File: src/rtl/ppu_vram_arbiter.sv
// ppu_vram_arbiter: shares the single VRAM read port between the background
// fetcher, the sprite fetcher and the CPU. One read is outstanding at a time.
// During drawing (mode 3) sprites preempt the background fetch.
// Optional build macro VRAM_ARB_CPU_BLOCK_EN: when defined, CPU reads in
// mode 3 never reach VRAM and complete as out-of-range reads returning 8'hFF.
module ppu_vram_arbiter #(
  parameter int unsigned READ_LATENCY = 2,
  parameter logic [15:0] VRAM_BASE    = 16'h8000,
  parameter logic [15:0] VRAM_TOP     = 16'h9FFF
) (
  input  logic        clk_in,
  input  logic        rst_in,
  input  logic        tclk_in,
  input  logic [1:0]  mode_in,
  input  logic        sprite_hit_in,
  input  logic        bg_req_in,
  input  logic [15:0] bg_addr_in,
  output logic [7:0]  bg_data_out,
  output logic        bg_data_valid_out,
  input  logic        spr_req_in,
  input  logic [15:0] spr_addr_in,
  output logic [7:0]  spr_data_out,
  output logic        spr_data_valid_out,
  input  logic        cpu_req_in,
  input  logic [15:0] cpu_addr_in,
  output logic [7:0]  cpu_data_out,
  output logic        cpu_data_valid_out,
  output logic [12:0] vram_addr_out,
  output logic        vram_rd_out,
  input  logic [7:0]  vram_data_in,
  output logic [1:0]  grant_out,
  output logic        busy_out
);

  localparam int unsigned AW = 16;
  localparam int unsigned VW = 13;
  localparam int unsigned DW = 8;
  localparam int unsigned CW = 3;

  localparam logic [1:0] OWN_NONE = 2'd0;
  localparam logic [1:0] OWN_BG   = 2'd1;
  localparam logic [1:0] OWN_SPR  = 2'd2;
  localparam logic [1:0] OWN_CPU  = 2'd3;

  typedef enum logic [1:0] {ST_IDLE, ST_ISSUE, ST_WAIT, ST_RETURN} state_t;

  state_t         state_q, state_d;
  logic           oor_q, oor_d;
  logic [CW-1:0]  cnt_q, cnt_d;
  logic [1:0]     grant_d;
  logic           rd_d;
  logic [VW-1:0]  vaddr_d;
  logic           busy_d;
  logic [DW-1:0]  bg_data_d, spr_data_d, cpu_data_d;
  logic           bg_valid_d, spr_valid_d, cpu_valid_d;

  logic           drawing_c, bg_ok_c, cpu_oor_c, win_oor_c;
  logic [1:0]     win_c;
  logic [AW-1:0]  win_addr_c;
  logic [DW-1:0]  ret_data_c;

  function automatic logic in_vram(input logic [AW-1:0] a);
    return (a >= VRAM_BASE) && (a <= VRAM_TOP);
  endfunction

  // Mode-dependent priority selection among eligible requesters
  always_comb begin
    drawing_c = (mode_in == 2'd3);
    bg_ok_c   = bg_req_in && !(drawing_c && sprite_hit_in);
`ifdef VRAM_ARB_CPU_BLOCK_EN
    cpu_oor_c = drawing_c || !in_vram(cpu_addr_in);
`else
    cpu_oor_c = !in_vram(cpu_addr_in);
`endif
    win_c = OWN_NONE;
    if (drawing_c) begin
      if (spr_req_in)      win_c = OWN_SPR;
      else if (bg_ok_c)    win_c = OWN_BG;
      else if (cpu_req_in) win_c = OWN_CPU;
    end else begin
      if (cpu_req_in)      win_c = OWN_CPU;
      else if (spr_req_in) win_c = OWN_SPR;
      else if (bg_ok_c)    win_c = OWN_BG;
    end
    win_addr_c = bg_addr_in;
    win_oor_c  = !in_vram(bg_addr_in);
    case (win_c)
      OWN_SPR: begin
        win_addr_c = spr_addr_in;
        win_oor_c  = !in_vram(spr_addr_in);
      end
      OWN_CPU: begin
        win_addr_c = cpu_addr_in;
        win_oor_c  = cpu_oor_c;
      end
      default: ;
    endcase
  end

  // Next-state and next-output logic for the read sequencer
  always_comb begin
    state_d     = state_q;
    oor_d       = oor_q;
    cnt_d       = cnt_q;
    grant_d     = grant_out;
    rd_d        = 1'b0;
    vaddr_d     = vram_addr_out;
    bg_data_d   = bg_data_out;
    spr_data_d  = spr_data_out;
    cpu_data_d  = cpu_data_out;
    bg_valid_d  = 1'b0;
    spr_valid_d = 1'b0;
    cpu_valid_d = 1'b0;
    ret_data_c  = oor_q ? 8'hFF : vram_data_in;
    case (state_q)
      ST_IDLE: begin
        if (tclk_in && (win_c != OWN_NONE)) begin
          grant_d = win_c;
          oor_d   = win_oor_c;
          state_d = ST_ISSUE;
          if (!win_oor_c) begin
            rd_d    = 1'b1;
            vaddr_d = VW'(win_addr_c - VRAM_BASE);
          end
        end
      end
      ST_ISSUE: begin
        if (oor_q) begin
          state_d = ST_RETURN;
        end else begin
          state_d = ST_WAIT;
          cnt_d   = CW'(READ_LATENCY - 1);
        end
      end
      ST_WAIT: begin
        if (cnt_q == '0) state_d = ST_RETURN;
        else             cnt_d   = cnt_q - CW'(1);
      end
      ST_RETURN: begin
        case (grant_out)
          OWN_BG: begin
            bg_data_d  = ret_data_c;
            bg_valid_d = 1'b1;
          end
          OWN_SPR: begin
            spr_data_d  = ret_data_c;
            spr_valid_d = 1'b1;
          end
          OWN_CPU: begin
            cpu_data_d  = ret_data_c;
            cpu_valid_d = 1'b1;
          end
          default: ;
        endcase
        grant_d = OWN_NONE;
        state_d = ST_IDLE;
      end
      default: state_d = ST_IDLE;
    endcase
    busy_d = (state_d != ST_IDLE);
  end

  // State and registered outputs; reset abandons any in-flight read
  always_ff @(posedge clk_in or posedge rst_in) begin
    if (rst_in) begin
      state_q            <= ST_IDLE;
      oor_q              <= 1'b0;
      cnt_q              <= '0;
      grant_out          <= OWN_NONE;
      vram_rd_out        <= 1'b0;
      vram_addr_out      <= '0;
      busy_out           <= 1'b0;
      bg_data_out        <= '0;
      spr_data_out       <= '0;
      cpu_data_out       <= '0;
      bg_data_valid_out  <= 1'b0;
      spr_data_valid_out <= 1'b0;
      cpu_data_valid_out <= 1'b0;
    end else begin
      state_q            <= state_d;
      oor_q              <= oor_d;
      cnt_q              <= cnt_d;
      grant_out          <= grant_d;
      vram_rd_out        <= rd_d;
      vram_addr_out      <= vaddr_d;
      busy_out           <= busy_d;
      bg_data_out        <= bg_data_d;
      spr_data_out       <= spr_data_d;
      cpu_data_out       <= cpu_data_d;
      bg_data_valid_out  <= bg_valid_d;
      spr_data_valid_out <= spr_valid_d;
      cpu_data_valid_out <= cpu_valid_d;
    end
  end

endmodule

File: config.mk
export PLATFORM = sky130hd
export DESIGN_NAME = ppu_vram_arbiter
export DESIGN_NICKNAME = d
export VERILOG_FILES = /design/src/rtl/ppu_vram_arbiter.sv
export SDC_FILE = /design/constraint.sdc
export NUM_CORES = 1
export LEC_CHECK = 0
export ABC_AREA = 1
export CORE_MARGIN = 8
export CORE_UTILIZATION = 46
export CTS_CLUSTER_DIAMETER = 50
export CTS_CLUSTER_SIZE = 25
export DETAILED_ROUTE_END_ITERATION = 10
export GPL_ROUTABILITY_DRIVEN = 0
export GPL_TIMING_DRIVEN = 1
export PLACE_DENSITY = 0.86
export SLEW_MARGIN = 20
export SYNTH_ARGS = -nofsm -noshare
export SYNTH_HDL_FRONTEND = slang
export SYNTH_SLANG_ARGS = --single-unit
export TNS_END_PERCENT = 100
File: constraint.sdc
create_clock -name clk_in -period 2.5 [get_ports clk_in]
set_input_delay 0.375 -clock clk_in [delete_from_list [all_inputs] [get_ports clk_in]]
set_output_delay 0.375 -clock clk_in [all_outputs]
set_load 0.1 [all_outputs]
==> results.ini, run 1 <==
[logic_synthesis]
synthAdderAreaFrac_pct = 3.48
synth_top_family_by_area = simple AND/OR/NAND/NOR gates
synth_mux_area_share_pct = 10.7
synth-edff-count = 0
ys_warn_count = 0
syn_inst = 268
netlist_area_mm2 = 0.00252
ys_ff_latch = 50
syn-num-nets = 340
syn-mean-instance-area_um2 = 9.39
synth_cell_types = 26
synth_simple_gate_area_share_pct = 27.5
yosys.area_share.xor_xnor_pct = 0.348
ys_async_sr_fraction_pct = 100
synth_compound_area_share_pct = 2.68
synthFlopType = dfrtp_1
yosysSeqAreaShare_pct = 49.7

[critical_path]
reg2reg_depth = 7
worstSetupPathType = in -> reg
r2r-start = state_q[0]
crit_path_start_kind = primary input
regToRegEndpoint = vram_addr_out[6]
rrSetupSlack_ps = 880
required_ps = 2740
crit_arrival_ps = 2150
end_kind = flop
crit_fanout = 14

[global_routing]
grt_max_degree = 51
antenna_found_initial = 0
grt_use_total_pct = 16.5
grt_pass1_wl_um = 11000
grt_overflow_total = 0
grt_pass1_vias = 2341

[worst_hold_path]
whs_path_depth = 2
hold_path_end = vram_addr_out[3]
min_path_type = reg -> reg
min_from = vram_addr_out[3]

[sta]
maxSlewHeadroom_pct = 59.6
finalMaxSlewViolations = 0
tightest_slew_ps = 606
finalClockSkew_ps = 2.76
hold_viol = 0
fin_crit_ps = 1900
fmax_ghz = 0.526
min_period_over_period_pct = 76.1
setup_viol = 0
timing.setup.tns_ps = 0
rsz0062_at_grt = false

[status]
status = completed

[floorplan]
dieArea_mm2 = 0.00810
core.rowCount = 27
core_mm2 = 0.00541
initial_core_util_pct = 46.6
die_x_um = 90.0
fp.dieH_um = 90.0
io_pins = 109

[clocking]
cts_setup_buffers = 0
htreeDepth = 2
cts-root-buf = clkbuf_8
cts_tree = yes
path_clk_slew_ps = 90
postCtsHoldBufs = 0
clock_latency_ps = 300
cts_buffer_depth = 2
numCtsBuffers = 5
cts_resized = 0
cts_sinks = 50

[run]
cap_violations = 0

[route]
drt-total-wl_um = 6570
antenna_left = 0
vias = 2239
via_per_inst = 4.93
drtIter0Drc = 59
route.detailed.drc = 0
post_drt_wl_per_cell_um = 14.5
first_pass_iters = 4

[layout]
drive_gt1_share_pct = 26.2
fillerInstances = 434
area_growth_pct = 46.5
layout_common_cells = nand2_1, clkdlybuf4s50_1, nand3_1, dfrtp_1, buf_4
nNetsFinal = 453
antenna_cells = 0
multi_input_area_mm2 = 0.00113
regArea_mm2 = 0.00125

[placement]
port_buffers = 108
hpwl_um = 5380

-- logic make-up (layout without fill, tap and decap cells) --
kind of cell,Yosys count,after routing
mux,24,24
xor+xnor,1,1
buf+inv,32,146
simple gates,144,144
compound gates,10,10
fa+ha+maj,7,7
flops,50,50
-- area by class of cell --
type / count / share of cell area (%)
Sequential cell: 50 / 33.9
Multi-Input combinational cell: 186 / 30.6
Timing Repair Buffer: 114 / 27.6
Inverter: 24 / 2.44
Tap cell: 72 / 2.44
Clock buffer: 5 / 1.87
Clock inverter: 3 / 1.19
-- synthesized netlist by cell type, types with 2 or more instances --
master    n  share of area, %
nand2_1  64               9.5
nand3_1  55                11
dfrtp_1  50                50
mux2_2   24                11
inv_1    23               3.4
or2_2     8               2.0
ha_1      7               3.5
nor2_1    7               1.0
buf_2     6               1.2
o21ai_0   5              0.99
nor3_4    3               1.9
nand3_2   2              0.80
-- worst max-delay path, cell delays in order --
cell and delay (ps):
clkdlybuf4s50_1 580, nand2_1 80, nand2_1 70, inv_1 190
nand2_1 140, nand4_1 100, nor2_2 380, nand3_1 140
nand2_1 90
-- worst max-delay path by stage --
stage                 startpoint                end  slack (ps)  cells past startpoint
finish                cpu_req_in   vram_addr_out[7]         600                      9
global route          cpu_req_in   vram_addr_out[7]         440                     10
CTS                   cpu_req_in   vram_addr_out[7]         600                      9
detailed placement    cpu_req_in  vram_addr_out[10]         290                      9
global placement      cpu_req_in   vram_addr_out[0]         340                      9
floorplan           grant_out[0]    cpu_data_out[0]         370                      3
-- through the flow --
stage | std cells | hold slack [ps] | util, % | setup slack, ps | instance area (µm²)
2_1_floorplan | 268 | 453 | - | 375 | 2520
3_5_place_dp | 446 | 470 | 66.1 | 286 | 3570
4_1_cts | 454 | 492 | 68.2 | 599 | 3690
3_3_place_gp | 446 | 468 | 66.1 | 344 | 3570
5_1_grt | 454 | 516 | 68.2 | 443 | 3690
6_report | 454 | 489 | 68.2 | 598 | 3690
-- registers in the layout, indices dropped and copies added (netlist names) --
register / cells
bg_data_out: 8
bg_data_valid_out: 1
busy_out: 1
cnt_q: 3
cpu_data_out: 8
cpu_data_valid_out: 1
grant_out: 2
oor_q: 1
spr_data_out: 8
spr_data_valid_out: 1
state_q: 2
vram_addr_out: 13
vram_rd_out: 1
-- layer usage --
metal  global-route usage [%]  vias up  wire length (µm)
li1                         -     1104                 -
met1                     19.5     1029              2880
met2                     26.7       98              3060
met3                     5.82        8               540
met4                     6.38        0                91
met5                        0        -                 0
Power of run 1 is left out: the tool's default activity adds up to more than one toggle a clock period on the data nets, which glitch-free logic cannot reach.
==> run 2, diff against run 1 <==
--- a/config.mk
+++ b/config.mk
@@ -7,13 +7,13 @@
 export LEC_CHECK = 0
 export ABC_AREA = 1
 export CORE_MARGIN = 8
-export CORE_UTILIZATION = 46
+export CORE_UTILIZATION = 42
 export CTS_CLUSTER_DIAMETER = 50
 export CTS_CLUSTER_SIZE = 25
 export DETAILED_ROUTE_END_ITERATION = 10
 export GPL_ROUTABILITY_DRIVEN = 0
 export GPL_TIMING_DRIVEN = 1
-export PLACE_DENSITY = 0.86
+export PLACE_DENSITY = 0.8
 export SLEW_MARGIN = 20
 export SYNTH_ARGS = -nofsm -noshare
 export SYNTH_HDL_FRONTEND = slang
==> constraint.sdc (replaced) <==
create_clock -name clk_in -period 1.8 [get_ports clk_in]
set_input_delay 0.27 -clock clk_in [delete_from_list [all_inputs] [get_ports clk_in]]
set_output_delay 0.27 -clock clk_in [all_outputs]
set_load 0.1 [all_outputs]
==> results.ini, run 2 (synthesized netlist as in run 1, its figures left out) <==
[clocking]
cts-root-buf = clkbuf_8
cts_tree = yes
path_clk_slew_ps = 90
cts_setup_buffers = 0
cts_resized = 0
numCtsBuffers = 5
htreeDepth = 2
clock_latency_ps = 300
cts_buffer_depth = 2
cts_sinks = 50
postCtsHoldBufs = 0

[placement]
dpl-instance-area_mm2 = 0.00378
hpwl_um = 5540
port_buffers = 108

[layout]
regArea_mm2 = 0.00125
layout_common_cells = nand2_1, clkdlybuf4s50_1, nand3_1, dfrtp_1, buf_4
design_area_mm2 = 0.00387
largest_reg_flops = 13
nNetsFinal = 456
multi_input_area_mm2 = 0.00113
regMostFlops = vram_addr_out
fin_util_pct = 66.2
antenna_cells = 0
area_growth_pct = 53.8
fillerInstances = 486
drive_gt1_share_pct = 27.3

[sta]
fmax_ghz = 0.611
hold_viol = 0
timing.setup.tns_ps = 0
tightest_slew_ps = 514
maxSlewHeadroom_pct = 65.6
finalClockSkew_ps = 7.25
min_period_over_period_pct = 90.9
finalMaxSlewViolations = 0
fin_crit_ps = 1640
rsz0062_at_grt = false
setup_viol = 0

[critical_path]
reg2reg_depth = 4
crit_slowest_cell = nor3_4
crit_arrival_ps = 1820
rrSetupSlack_ps = 160
regToRegEndpoint = spr_data_out[5]
crit_fanout = 9
r2r-start = state_q[0]
worstSetupPathType = reg -> reg
crit_path_max_incr_delay_ps = 460
end_kind = flop
crit_path_start_kind = flop
required_ps = 1980
crit_family = simple AND/OR/NAND/NOR gates
worstPathBufferInverterCount = 1
cp_cell_sequence = ha_1 -> inv_2 -> nor3_4 -> mux2_2

[floorplan]
fp.dieH_um = 93.4
initial_core_util_pct = 43.0
dieArea_mm2 = 0.00873
die_x_um = 93.4
core.rowCount = 28
io_pins = 109
core_mm2 = 0.00585

[route]
route.detailed.drc = 0
first_pass_iters = 4
drtIter0Drc = 70
via_per_inst = 4.92
antenna_left = 0
vias = 2263
drt-total-wl_um = 6850
post_drt_wl_per_cell_um = 14.9

[run]
cap_violations = 0

[global_routing]
grt_use_total_pct = 16.1
use_met3_pct = 6.73
grt_max_degree = 51
grt_use_met2_pct = 26.1
antenna_found_initial = 0
grt_pass1_wl_um = 11500
busiest_layer = met2
grt_use_met1_pct = 19.4
grt_overflow_total = 0
grt_pass1_vias = 2397

[status]
status = completed

[worst_hold_path]
min_path_type = in -> async

[run 2: changes by cell type in the layout (fill, tap and decap cells not counted), sizes merged]
cell and change:
buf +3, bufinv -1, clkinvlp +1
[run 2: worst min-delay path, cell delays in order]
cell,delay (ps)
clkdlybuf4s50_1,420
inv_2,80
buf_12,240
[run 2: how the worst max path moves through the flow]
stage | from | slack (ps) | endpoint | cells past startpoint
finish | state_q[0] | 160 | spr_data_out[5] | 4
CTS | state_q[0] | 160 | spr_data_out[5] | 4
global placement | cpu_req_in | -0.03 | vram_addr_out[1] | 8
global route | state_q[0] | 40 | vram_addr_out[1] | 7
detailed placement | cpu_req_in | -110 | vram_addr_out[1] | 8
floorplan | grant_out[0] | 20 | cpu_data_out[0] | 3
[run 2: metrics by stage]
step	std cells	hold slack [ps]	setup slack (ps)
global route	460	348	38.3
finish	460	326	165
global placement	452	469	-0.0272
detailed placement	452	474	-108
CTS	460	336	162
floorplan	268	429	23.9
[run 2: layout make-up]
| type | instances | share of cell area [%] |
|---|---|---|
| flip-flops and latches | 50 | 32.4 |
| repair buffers | 117 | 31.3 |
| multi-input cells | 186 | 29.1 |
| well taps | 75 | 2.42 |
| inverters | 24 | 2.33 |
| clock buffers | 5 | 1.78 |
| clock inverters | 3 | 0.646 |
[run 2: metal layers]
layer / wire, µm / up-vias
met1: 2880 / 1040
li1: - / 1115
met3: 696 / 8
met5: 0 / -
met4: 73 / 0
met2: 3200 / 100
Power of run 2 is left out for the same reason.
